[src/rtl/ddr3_dmaster_ready_latency_adt.sv]
// ddr3_dmaster_ready_latency_adt
// Avalon-ST timing adapter for the DDR3 control debug-master byte stream.
// The upstream side uses readyLatency = IN_READY_LATENCY. The downstream side
// uses readyLatency = 0.
// A small FIFO holds beats that are still in flight after in_ready drops.
// in_ready is issued conservatively. Each grant reserves one FIFO entry until
// its slot has passed, so a protocol-abiding upstream can never overrun the
// FIFO.
// Legal parameters: IN_READY_LATENCY in 1..4. DEPTH must be a power of two and
// at least IN_READY_LATENCY+1.

module ddr3_dmaster_ready_latency_adt #(
    parameter int DATA_WIDTH       = 8,
    parameter int IN_READY_LATENCY = 2,
    parameter int DEPTH            = 4
) (
    input  logic                  clk,
    input  logic                  reset,
    input  logic                  in_valid,
    input  logic [DATA_WIDTH-1:0] in_data,
    output logic                  in_ready,
    output logic                  out_valid,
    output logic [DATA_WIDTH-1:0] out_data,
    input  logic                  out_ready,
    output logic                  overflow
);

    localparam int L     = IN_READY_LATENCY;
    localparam int PTR_W = (DEPTH > 1) ? $clog2(DEPTH) : 1;
    localparam int CNT_W = PTR_W + 1;
    // count (<= DEPTH) plus up to four outstanding grants
    localparam int SUM_W = CNT_W + 3;

    localparam logic [PTR_W-1:0] PTR_ONE   = PTR_W'(1);
    localparam logic [CNT_W-1:0] CNT_ONE   = CNT_W'(1);
    localparam logic [SUM_W-1:0] DEPTH_SUM = SUM_W'(DEPTH);

    // Number of grants still held in the history shift register.
    function automatic logic [SUM_W-1:0] popcount(input logic [L:1] v);
        logic [SUM_W-1:0] acc;
        acc = {SUM_W{1'b0}};
        for (int k = 1; k <= L; k++) begin
            acc = acc + SUM_W'(v[k]);
        end
        return acc;
    endfunction

    // Storage and control state
    logic [DATA_WIDTH-1:0] mem_r [DEPTH];
    logic [PTR_W-1:0]      wr_ptr_r;
    logic [PTR_W-1:0]      rd_ptr_r;
    logic [CNT_W-1:0]      count_r;
    logic [L:1]            hist_r;
    logic                  overflow_r;

    // Combinational decode
    logic [L:1]            hist_next_s;
    logic [SUM_W-1:0]      pending_s;
    logic [SUM_W-1:0]      occupancy_s;
    logic                  in_ready_s;
    logic                  out_valid_s;
    logic                  granted_s;
    logic                  push_s;
    logic                  pop_s;
    logic                  proto_err_s;

    // Grant and handshake decode.
    // in_ready comes only from state and reset. Pops are not credited here,
    // which keeps the grant path free of any in_* or out_ready dependency.
    always_comb begin
        pending_s   = popcount(hist_r);
        occupancy_s = SUM_W'(count_r) + pending_s;
        in_ready_s  = !reset && (occupancy_s < DEPTH_SUM);

        // hist[L] marks the cycle in which an earlier grant becomes usable.
        granted_s   = hist_r[L];
        push_s      = !reset && in_valid && granted_s;
        proto_err_s = !reset && in_valid && !granted_s;

        out_valid_s = !reset && (count_r != {CNT_W{1'b0}});
        pop_s       = out_valid_s && out_ready;

        hist_next_s    = hist_r;
        hist_next_s[1] = in_ready_s;
        for (int k = 2; k <= L; k++) begin
            hist_next_s[k] = hist_r[k-1];
        end
    end

    // Pointer, occupancy, grant-history and sticky error state.
    always_ff @(posedge clk) begin
        if (reset) begin
            wr_ptr_r   <= {PTR_W{1'b0}};
            rd_ptr_r   <= {PTR_W{1'b0}};
            count_r    <= {CNT_W{1'b0}};
            hist_r     <= {L{1'b0}};
            overflow_r <= 1'b0;
        end else begin
            hist_r <= hist_next_s;

            if (push_s) begin
                wr_ptr_r <= wr_ptr_r + PTR_ONE;
            end

            if (pop_s) begin
                rd_ptr_r <= rd_ptr_r + PTR_ONE;
            end

            case ({push_s, pop_s})
                2'b10:   count_r <= count_r + CNT_ONE;
                2'b01:   count_r <= count_r - CNT_ONE;
                default: count_r <= count_r;
            endcase

            // A beat outside a granted slot is dropped. The flag stays set
            // until the next reset.
            if (proto_err_s) begin
                overflow_r <= 1'b1;
            end
        end
    end

    // Payload storage. It is not reset, because empty entries are never shown.
    always_ff @(posedge clk) begin
        if (push_s) begin
            mem_r[wr_ptr_r] <= in_data;
        end
    end

    assign in_ready  = in_ready_s;
    assign out_valid = out_valid_s;
    assign out_data  = mem_r[rd_ptr_r];
    assign overflow  = overflow_r;

`ifndef SYNTHESIS
    // Debug aid: the grant rule must keep occupancy within the FIFO.
    p_count_bound: assert property (@(posedge clk) disable iff (reset)
        count_r <= CNT_W'(DEPTH));
`endif

endmodule

[config.mk]
export PLATFORM = sky130hd
export DESIGN_NAME = ddr3_dmaster_ready_latency_adt
export DESIGN_NICKNAME = d
export VERILOG_FILES = /design/src/rtl/ddr3_dmaster_ready_latency_adt.sv
export SDC_FILE = /design/constraint.sdc
export NUM_CORES = 1
export LEC_CHECK = 0
export BUFFER_PORTS_ARGS = -buffer_cell sky130_fd_sc_hd__buf_2
export CAP_MARGIN = 20
export CORE_MARGIN = 1.5
export CORE_UTILIZATION = 35
export DETAILED_ROUTE_END_ITERATION = 12
export GPL_TIMING_DRIVEN = 1
export PLACE_DENSITY = 0.59
export RECOVER_POWER = 50
export SLEW_MARGIN = 20
export SYNTH_ARGS = -nofsm -noshare
export SYNTH_HDL_FRONTEND = slang
export SYNTH_SLANG_ARGS = --single-unit
[constraint.sdc]
create_clock -name clk -period 3.9 [get_ports clk]
set_input_delay 0.585 -clock clk [delete_from_list [all_inputs] [get_ports clk]]
set_output_delay 0.585 -clock clk [all_outputs]
set_load 0.005 [all_outputs]
==> impl_metrics.yaml <==
run_status:
  outcome: "finished clean"
timing:
  finalSetupViolations: 0
  fmax_ghz: 0.434
  finalMaxSlewViolations: 0
  worst_slew_margin_rel: 0.606
  setup_tns_ps: 0
  period_share: 0.591
  rsz0062_at_grt: "false"
  hold_viol: 0
  min_period_ps: 2310
  skew_ps: 2.33
  worst_pin_slew_ps: 591
floorplanning:
  die_w_um: 73.3
  rows: 25
  core_area_mm2: 0.00475
  fp.dieH_um: 73.3
  io_pins: 23
  die_area_mm2: 0.00538
  start_util: 0.364
setup_path:
  cp_cell_sequence: "clkbuf_1, nor2_1, inv_1, ha_1, inv_1, fa_1, xor2_1, or3_1, a21oi_1"
  cp_data_required_time_ps: 4120
  cp_max_fo: 15
  worstSetupPathType: "input port to register"
  cpMostUsedCell: "inv_1"
  start_kind: "input port"
  cp.arrival_ps: 2530
  slowest_stage: "clkbuf_1"
  end_kind: "register"
  critPathMaxStageDelay_ps: 440
placement:
  dpl_cell_area_mm2: 0.00191
  gp_congestion: 0.785
  hpwl_um: 1840
  port_buffers: 22
cells_and_area:
  fill_cells: 464
  final_cell_mix: "edfxtp_1 (32), buf_2 (13), dfxtp_1 (12)"
  multi_input_area_um2: 479
  seqCellArea_mm2: 0.00120
  layout.nets: 150
  num_antenna_cells: 0
  mostFrequentLayoutCell: "edfxtp_1"
  syn_to_final_growth_pct: 13.6
  final_area_mm2: 0.00197
  drive_gt1_frac: 0.206
route:
  detail_route.iter0.violations: 26
  dr.pass1.iters: 2
  postRouteAntennaNets: 0
  drc_errors: 0
  wirelength_um: 2710
  vias: 906
  avgViaCountPerCell: 4.58
  routedWlPerCell_um: 13.7
cts:
  clk_pin_slew_worst_paths_ps: 70
  clk_path_buf_depth: 2
  cts_root_buf: "clkbuf_8"
  ctsResizeCount: 0
  cts_post_setup_buffers_inserted: 0
  hold_buffers: 0
  cts_tree: "done"
  htree_levels: 2
  clk-insertion-delay-late_ps: 290
  cts.sinks: 44
  cts_made_buffers: 5
worst_hold_path:
  hp-class: "register to register"
global_routing:
  grt_pass1_vias: 926
  grt_max_degree: 16
  overflow: 0
  antenna_found_initial: 0
  track_usage: 0.115
  grt_pass1_wl_um: 4310
flow_run:
  max_cap_viol_count: 0
yosys:
  yosys_warnings: 0
  seq_area_frac_synth: 0.694
  synth_top_area_share: 0.555
  synth-seq-cells: 44
  syn_nets: 124
  avgSynthCellArea_um2: 16.5
  yosysUniqueCellTypes: 24
  synth_top_cell_by_area: "edfxtp_1"
  netlist_instances: 105
  synth_area_mm2: 0.00173
  synth_area_leaders: "edfxtp_1 (55%), dfxtp_1 (14%), mux4_2 (10%), ha_1 (4.3%), nor2_1 (2.4%)"
pwr:
  p_leak_uw: 0.000662
  vdd_drop_max_v: 0.000172
  cellPowerDensity_mw_per_mm2: 411
[sequential cells by signal, summed over array words and instances (netlist names), named ones only]
signal	count
mem_r	32
hist_r	2
rd_ptr_r	2
count_r	3
overflow	1
wr_ptr_r	2
[cell families after synthesis]
| group | share of synthesized area |
|---|---|
| multiplexers | 0.104 |
| buffers and inverters | 0.0267 |
| flip-flops | 0.694 |
| adder cells (fa/ha/maj) | 0.0549 |
| XOR/XNOR | 0.0253 |
| AO/OA/AOI/OAI | 0.0397 |
| AND/OR/NAND/NOR | 0.0556 |
[report_power, final]
part	switching, uW	internal, uW
clock	136	122
sequential	6.72	507
combinational	19.1	18.4
[worst max-delay path: cells and delay by family]
kind / cells / cell delay, ps
buffers and inverters: 3 / 600
and+or+nand+nor: 2 / 500
xor gates and xnor gates: 1 / 160
adders and majority gates: 2 / 550
AOI/OAI and AO/OA: 1 / 130
[routing by layer]
metal,routed length (um),global-route usage,vias up
li1,-,-,435
met5,0,0,-
met1,1160,0.128,444
met3,176,0.0562,5
met2,1340,0.189,22
met4,34,0.0432,0
[layout make-up]
type | count | area share
clock buffers | 6 | 0.0369
clock inverters | 1 | 0.00254
inverters | 7 | 0.0134
multi-input cells | 51 | 0.244
flip-flops and latches | 44 | 0.611
well taps | 67 | 0.0426
repair buffers | 22 | 0.0503
[cells in the mapped netlist]
| library cell | number |
|---|---|
| nor2_1 | 11 |
| edfxtp_1 | 32 |
| nand3_1 | 1 |
| a21oi_1 | 4 |
| nor3_1 | 1 |
| inv_1 | 7 |
| mux4_2 | 8 |
| dfxtp_1 | 12 |
| xor2_1 | 4 |
| and2_1 | 4 |
| xnor2_1 | 1 |
| a211oi_1 | 2 |
| a21o_1 | 1 |
| o21ai_0 | 1 |
| fa_1 | 1 |
| ha_1 | 6 |
| o31ai_2 | 1 |
| clkbuf_1 | 1 |
| or3_1 | 1 |
| nor2b_1 | 1 |
| nand2_1 | 2 |
| clkbuf_2 | 1 |
| o311ai_1 | 1 |
| buf_6 | 1 |
[per-stage QoR]
| step | power, uW | utilization | cells | setup WS, ps | hold WS (ps) |
|---|---|---|---|---|---|
| finish | 809 | 0.414 | 198 | 1590 | 481 |
| global route | 844 | 0.414 | 198 | 1420 | 496 |
| CTS | 820 | 0.417 | 198 | 1540 | 485 |
| detailed placement | 565 | 0.401 | 191 | 1580 | 468 |
| global placement | 563 | 0.401 | 191 | 1670 | 462 |
| floorplan | 546 | - | 105 | 1800 | 442 |
[final timing paths]
kind | startpoint | cells after the start | slack [ps] | end
worst min register to register | hist_r[1] | 1 | 480 | hist_r[2]
worst max register to register | count_r[0] | 8 | 1860 | count_r[2]
worst min-delay path | hist_r[1] | 1 | 480 | hist_r[2]
worst max-delay path | reset | 9 | 1590 | count_r[2]
Power figures use the tool's default switching activity.
